===== src/rtl/lebug_pkg.sv =====
// Shared types and defaults for the input buffer pointer/occupancy control.
// The typedefs describe the default buffer geometry used across the block.
package lebug_pkg;

   localparam int IB_DEPTH_DEFAULT    = 4;
   localparam int RAM_LATENCY_DEFAULT = 1;

   typedef logic [$clog2(IB_DEPTH_DEFAULT)-1:0]   ib_addr_t;
   typedef logic [$clog2(IB_DEPTH_DEFAULT+1)-1:0] ib_occ_t;

endpackage


===== src/rtl/valid_delay_line.sv =====
// N-stage shift register with synchronous reset; carries {valid, eof} from the
// read-accept cycle to the cycle the RAM read data appears.
module valid_delay_line #(
   parameter int STAGES = 2,
   parameter int W      = 2
) (
   input  logic         clk,
   input  logic         rst,
   input  logic [W-1:0] d,
   output logic [W-1:0] q
);

   logic [W-1:0] stage [STAGES];

   always_ff @(posedge clk) begin
      if (rst) begin
         for (int i = 0; i < STAGES; i++) stage[i] <= '0;
      end else begin
         stage[0] <= d;
         for (int i = 1; i < STAGES; i++) stage[i] <= stage[i-1];
      end
   end

   assign q = stage[STAGES-1];

endmodule


===== src/rtl/input_buffer_ctrl.sv =====
// FIFO pointer/occupancy controller for the input buffer's dual-port vector RAM.
// Port A writes at wr_ptr, port B reads at rd_ptr; EOF tags are kept per slot.
module input_buffer_ctrl
   import lebug_pkg::*;
#(
   parameter int IB_DEPTH    = IB_DEPTH_DEFAULT,
   parameter int RAM_LATENCY = RAM_LATENCY_DEFAULT,
   localparam int OCC_W      = $clog2(IB_DEPTH+1),
   localparam int AW         = $clog2(IB_DEPTH)
) (
   input  logic             clk,
   input  logic             rst,
   input  logic             enqueue,
   input  logic             eof_in,
   input  logic             dequeue,
   output logic [AW-1:0]    mem_address_a,
   output logic             mem_wren_a,
   output logic [AW-1:0]    mem_address_b,
   output logic             valid_out,
   output logic             eof_out,
   output logic             full,
   output logic             empty,
   output logic [OCC_W-1:0] occupancy,
   output logic             overflow
);

   localparam logic [OCC_W-1:0] OCC_ONE  = OCC_W'(1);
   localparam logic [OCC_W-1:0] OCC_FULL = OCC_W'(IB_DEPTH);
   localparam logic [AW-1:0]    AW_ONE   = AW'(1);

   logic [AW-1:0]       wr_ptr;
   logic [AW-1:0]       rd_ptr;
   logic [IB_DEPTH-1:0] eof_slot;
   logic                wr_acc;
   logic                rd_acc;
   logic [OCC_W-1:0]    occ_next;
   logic [1:0]          dl_in;
   logic [1:0]          dl_out;

   // A write into a full buffer is accepted when a read frees a slot the same cycle.
   always_comb begin
      wr_acc   = enqueue & (~full | dequeue);
      rd_acc   = dequeue & ~empty;
      occ_next = occupancy;
      if (wr_acc && !rd_acc)
         occ_next = occupancy + OCC_ONE;
      else if (!wr_acc && rd_acc)
         occ_next = occupancy - OCC_ONE;
   end

   always_ff @(posedge clk) begin
      if (rst) begin
         wr_ptr        <= '0;
         rd_ptr        <= '0;
         eof_slot      <= '0;
         occupancy     <= '0;
         mem_address_a <= '0;
         mem_address_b <= '0;
         mem_wren_a    <= 1'b0;
         full          <= 1'b0;
         empty         <= 1'b1;
         overflow      <= 1'b0;
      end else begin
         mem_wren_a <= wr_acc;
         if (wr_acc) begin
            mem_address_a    <= wr_ptr;
            eof_slot[wr_ptr] <= eof_in;
            wr_ptr           <= wr_ptr + AW_ONE;
         end
         if (rd_acc) begin
            mem_address_b <= rd_ptr;
            rd_ptr        <= rd_ptr + AW_ONE;
         end
         // Flags come from the next occupancy so empty drops only once the write commits.
         occupancy <= occ_next;
         full      <= (occ_next == OCC_FULL);
         empty     <= (occ_next == '0);
         if (enqueue && full && !dequeue)
            overflow <= 1'b1;
      end
   end

   // The EOF tag is read from the slot before any same-cycle write to it lands.
   assign dl_in = {rd_acc, rd_acc & eof_slot[rd_ptr]};

   valid_delay_line #(
      .STAGES (1 + RAM_LATENCY),
      .W      (2)
   ) u_valid_delay_line (
      .clk (clk),
      .rst (rst),
      .d   (dl_in),
      .q   (dl_out)
   );

   assign valid_out = dl_out[1];
   assign eof_out   = dl_out[0];

endmodule

===== config.mk =====
export PLATFORM = sky130hd
export DESIGN_NAME = input_buffer_ctrl
export DESIGN_NICKNAME = d
export VERILOG_FILES = /design/src/rtl/lebug_pkg.sv /design/src/rtl/valid_delay_line.sv /design/src/rtl/input_buffer_ctrl.sv
export SDC_FILE = /design/constraint.sdc
export NUM_CORES = 1
export LEC_CHECK = 0
export ABC_CLOCK_PERIOD_IN_PS = 1700
export CAP_MARGIN = 20
export CORE_MARGIN = 3
export CORE_UTILIZATION = 45
export CTS_CLUSTER_DIAMETER = 150
export CTS_CLUSTER_SIZE = 8
export DETAILED_ROUTE_END_ITERATION = 10
export GPL_ROUTABILITY_DRIVEN = 0
export MAX_ROUTING_LAYER = met4
export PLACE_DENSITY = 0.71
export SYNTH_ARGS = -nofsm -noshare
export SYNTH_HDL_FRONTEND = slang
export SYNTH_HIERARCHICAL = 1
export SYNTH_SLANG_ARGS = --single-unit
export TNS_END_PERCENT = 100

===== constraint.sdc =====
create_clock -name clk -period 1.7 [get_ports clk]
set_input_delay 0.34 -clock clk [delete_from_list [all_inputs] [get_ports clk]]
set_output_delay 0.34 -clock clk [all_outputs]
set_load 0.01 [all_outputs]

-- Word level (Yosys, flattened, before mapping)
Memory sizes are Yosys's and may differ from the RTL's.
Index checks and enable logic that the tools add are counted.
- register bits: 19
- memory bits (writable): 4
- input port bits: 5
- output and inout port bits: 13
- word-level logic and storage cells: 48
- memories: 1
- memory list (memory ; words ; width ; rd ports ; clocked after memory_dff ; write ports ; line ; text):
    u_valid_delay_line.stage ; 2 ; 2 ; 2 ; 0 ; 2 ; valid_delay_line.sv:13 ; logic [W-1:0] stage [STAGES];
- $add $sub $neg: 4
- magnitude comparators: 3
- equality and inequality tests: 1
- multiplexer cells: 12
- bitwise operators: 8
- reduce and logical (&&, ||, !) cells: 9
- operators by type and width (operator ; count):
    $lt A2 B3 Y1 const B ; 2
    $mux W3 ; 2
    $logic_and A1 B1 Y1 ; 5
    $mux W1 ; 5
    $add A2 B1 Y2 const B ; 2
    $bwmux W4 ; 1
    $mux W2 ; 2
    $add A3 B1 Y3 const B ; 1
    $and A1 B1 Y1 ; 3
    $eq A3 B3 Y1 const B ; 1
    $logic_not A1 Y1 ; 3
    $logic_not A3 Y1 ; 1
    $or A1 B1 Y1 ; 3
    $sub A3 B1 Y3 const B ; 1
    $bmux W1 S2 ; 1
    $demux W1 S2 ; 1
    $ge A2 B1 Y1 const B ; 1
    $not A1 Y1 ; 2

-- Logic depth before layout (Yosys ltp)
- word-level depth: 8
- depth in mapped cells: 7
- mapped depth without buffers: 6

-- Modules after synthesis
Netlist, hierarchy kept.
- modules (own cells, without submodules) (module ; times used ; cells an instance ; area an instance (µm²) ; seq. area each (µm²)):
    input_buffer_ctrl ; 1 ; 107 ; 929.6 ; 380.4
    valid_delay_line ; 1 ; 10 ; 120.1 ; 80.1

-- Worst setup path before layout
Ideal clock, no wire load.
- path kind: reg2reg
- from: reg occupancy[1]
- to: reg full
- library setup time: 0.117 ns
- arrival: 1.254 ns
- data required time: 1.583 ns
- slack: 0.329 ns
- stages on the path, launching flop included: 7
- buffers on the path: 0
- clock period less this slack: 1.371 ns
- path through: dfxtp_1 > inv_1 > ha_1 > nand3_1 > nand3_1 > xnor2_1 > and4bb_1
- cells in the longest elaborated chain, start to end: 4
- elaborated cells between the ends (all ways): 5
- classes of those cells: add/sub: 2; eq/ne: 1; mux: 2
- ends and longest elaborated chain (item ; line ; text):
    start: declaration ; input_buffer_ctrl.sv:23 ; output logic [OCC_W-1:0] occupancy,
    start signal: assignment ; input_buffer_ctrl.sv:75 ; occupancy <= occ_next;
    $sub A3 B1 Y3 ; input_buffer_ctrl.sv:48 ; occ_next = occupancy - OCC_ONE;
    $mux W3 ; input_buffer_ctrl.sv:47 ; else if (!wr_acc && rd_acc)
    $mux W3 (*) ; input_buffer_ctrl.sv:45 ; if (wr_acc && !rd_acc)
    $eq A3 B3 Y1 (*) ; input_buffer_ctrl.sv:76 ; full <= (occ_next == OCC_FULL);
    end signal: assignment ; input_buffer_ctrl.sv:76 ;
    end: declaration ; input_buffer_ctrl.sv:21 ; output logic full,
Mark *: on every way between the ends. The rest lies on a longest branch, timed or not.
A chain may end at the register's enable or synchronous reset.

-- Final worst setup path
- from: reg occupancy[1]
- to: out occupancy[1]
No word-level cell between the ends.

==> flow_summary.json <==
{
  "status": "finished, final reports clean",
  "io_pins": 18,
  "die_h_um": 54.30,
  "pwr-share-seq_pct": 48.9,
  "min_period_ns": 1.613,
  "synth_xor_area_share_pct": 5.006,
  "drive_gt1_share_pct": 14.39,
  "grt_pass1_vias": 766,
  "syn_area_per_cell_um2": 8.972,
  "finalHoldViolCount": 0,
  "root_buffer": "clkbuf_4",
  "drt_iter0_drc": 8,
  "hold_buffers": 0,
  "ys.flop_type": "dfxtp_1",
  "port_buffers": 17,
  "antenna_left": 0,
  "peakVddDrop_mv": 0.7414,
  "vias_per_cell": 4.711,
  "swShare_pct": 31.59,
  "pwr-share-clk_pct": 16.5,
  "crit_family": "buffers and inverters",
  "synthAdderAreaFrac_pct": 7.151,
  "ys_types": 28,
  "setup_slack_ns": 0.08695,
  "path_class": "flip-flop to primary output",
  "grt_usage_pct": 15.19,
  "start_kind": "flip-flop",
  "drcViolationCount": 0,
  "maxCapViolations": 0,
  "vias": 782,
  "holdCritPathClass": "flip-flop to flip-flop",
  "start_util_pct": 50.42,
  "diodes": 0,
  "synth_cells": 117,
  "ys_async_sr_fraction_pct": 0,
  "coreArea_mm2": 0.002082,
  "wirelength_um": 1747,
  "synth_edf_count": 0,
  "yosys.area.top_type": "dfxtp_1",
  "cp.required_ns": 1.36,
  "synth_top_family_by_area": "simple AND/OR/NAND/NOR gates",
  "tritoncts": "done",
  "synth-compound-area-share_pct": 9.893,
  "fmaxAchievable_mhz": 619.9,
  "synth-seq-cells": 23,
  "synth_mux_area_share_pct": 2.145,
  "cts_num_sinks": 23,
  "synthTopCellsByArea": "dfxtp_1 (44%), ha_1 (7.2%), nand2_1 (7.2%)",
  "worst_slew_pin_slew_ns": 0.3742,
  "p_comb_share_pct": 34.6,
  "path_cells": "clkdlybuf4s50_1",
  "worst_path_max_delay_cell": "clkdlybuf4s50_1",
  "grt_max_degree": 13,
  "synth.cell_area_mm2": 0.001050,
  "slowest_delay_ns": 0.56,
  "clk_pin_slew_ns": 0.11,
  "grt_pass1_wl_um": 3132,
  "synthSimpleGateAreaFrac_pct": 23.36,
  "cp-end-kind": "primary output",
  "clk_latency_ns": 0.30,
  "ys_seq_area_share_pct": 43.86,
  "area_growth_pct": 23.48,
  "finClkSkew_ns": 0.001248,
  "dieArea_mm2": 0.002948,
  "nNetsFinal": 151,
  "dr.pass1.iters": 3,
  "rsz0062_at_grt": "false",
  "max_slew_margin_pct": 74.97,
  "leakagePower_nw": 0.5178,
  "rows": 16,
  "whs_ns": 0.4549,
  "cts_buffers": 3,
  "critPathMaxFanout": 7,
  "antenna_found_initial": 0,
  "hpwl_um": 1383,
  "cts_buffer_depth": 2,
  "p_int_uw": 988.1,
  "ys_warn_count": 6,
  "synth_top_area_share_pct": 43.86,
  "h-tree-depth": 1,
  "fin_crit_sh_pct": 94.89,
  "postCtsSetupRepairBufs": 0,
  "die_x_um": 54.30,
  "setup_viol": 0,
  "syn-num-nets": 128,
  "grt_overflow": 0,
  "powerDensity_mw_per_mm2": 1114,
  "crit_arrival_ns": 1.27,
  "dp_worst_setup_slack_ns": -0.1350,
  "wl_per_cell_um": 10.52,
  "critical_path_buf_inv_count": 1,
  "finalMaxSlewViolations": 0,
  "power_switching_uw": 456.4
}
synth_stat cells (2+ instances only):
| master | instances |
|---|---|
| ha_1 | 6 |
| inv_1 | 6 |
| a21oi_1 | 11 |
| xor2_1 | 2 |
| buf_6 | 4 |
| xnor2_1 | 4 |
| buf_4 | 2 |
| clkbuf_1 | 2 |
| dfxtp_1 | 23 |
| nand3_1 | 7 |
| nor2_1 | 10 |
| nor2b_1 | 4 |
| nand2_1 | 20 |
| nand2b_1 | 2 |
kinds of logic after synthesis:
group | count (synthesis)
buffers and inverters | 14
flip-flops | 23
AND/OR/NAND/NOR | 49
multiplexers | 1
AO/OA/AOI/OAI | 18
XOR/XNOR | 6
adder cells (fa/ha/maj) | 6
what timing repair did:
| action | 4_1_cts | 5_1_grt |
|---|---|---|
| pin swaps | 0 | 0 |
| gates resized for setup | 2 | 1 |
| setup endpoints to repair | 2 | 1 |
per-layer routing:
layer	wire [um]	vias to the layer above	global-route usage [%]
li1	-	425	-
met1	848	343	18.60
met2	803	12	23.51
met3	84	2	5.722
met4	10	0	3.734
met5	0	-	-
cell type report:
cell class                      count  area (um^2)
Clock buffer                        4        26.28
Sequential cell                    23        464.2
Tap cell                           27        33.78
Fill cell                         194        785.8
Inverter                            6        22.52
Timing Repair Buffer               26        250.2
Multi-Input combinational cell     80        499.2
registers in the layout (all words and copies together), names as in the netlist:
signal / cells
empty: 1
eof_slot: 4
full: 1
mem_address_a: 2
mem_address_b: 2
mem_wren_a: 1
occupancy: 3
overflow: 1
rd_ptr: 2
u_valid_delay_line/stage: 4
wr_ptr: 2
power groups by stage:
stage	Sequential (mW)	Clock [mW]	Combinational, mW
floorplan	0.719	0	0.309
global placement	0.711	0	0.499
detailed placement	0.713	0	0.503
CTS	0.704	0.253	0.507
global route	0.722	0.273	0.562
finish	0.706	0.238	0.500
layout by cell type (no fill, tap or decap), drive strengths merged, types with 2 or more instances in the layout:
| cell | count |
|---|---|
| nor2b | 4 |
| inv | 6 |
| ha | 6 |
| dfxtp | 23 |
| nand2b | 3 |
| o21ai | 2 |
| nor2 | 10 |
| clkbuf | 4 |
| nand3 | 7 |
| a21oi | 12 |
| xor2 | 2 |
| buf | 9 |
| clkdlybuf4s50 | 17 |
| xnor2 | 4 |
| nand2 | 20 |
path summary, 6_finish.rpt:
kind                                                startpoint                              to  slack [ns]  cells past startpoint
worst max-delay path                              occupancy[1]                    occupancy[1]        0.09                      1
worst min-delay path            u_valid_delay_line/stage[0][0]  u_valid_delay_line/stage[0][2]        0.45                      1
worst max register to register                    occupancy[1]                            full        0.32                      6
worst min register to register  u_valid_delay_line/stage[0][0]  u_valid_delay_line/stage[0][2]        0.45                      1
stage by stage:
| stage | std cells | TNS (ns) | util, % | power [mW] | instance area, um^2 |
|---|---|---|---|---|---|
| finish | 166 | 0 | 62.26 | 1.444 | 1296 |
| global route | 166 | 0 | 62.26 | 1.557 | 1296 |
| CTS | 166 | 0 | 62.20 | 1.465 | 1295 |
| detailed placement | 162 | -0.4671 | 60.82 | 1.217 | 1266 |
| global placement | 162 | -0.3204 | 60.82 | 1.209 | 1266 |
| floorplan | 117 | 0 | - | 1.028 | 1050 |
Power figures use the tool's default switching activity.
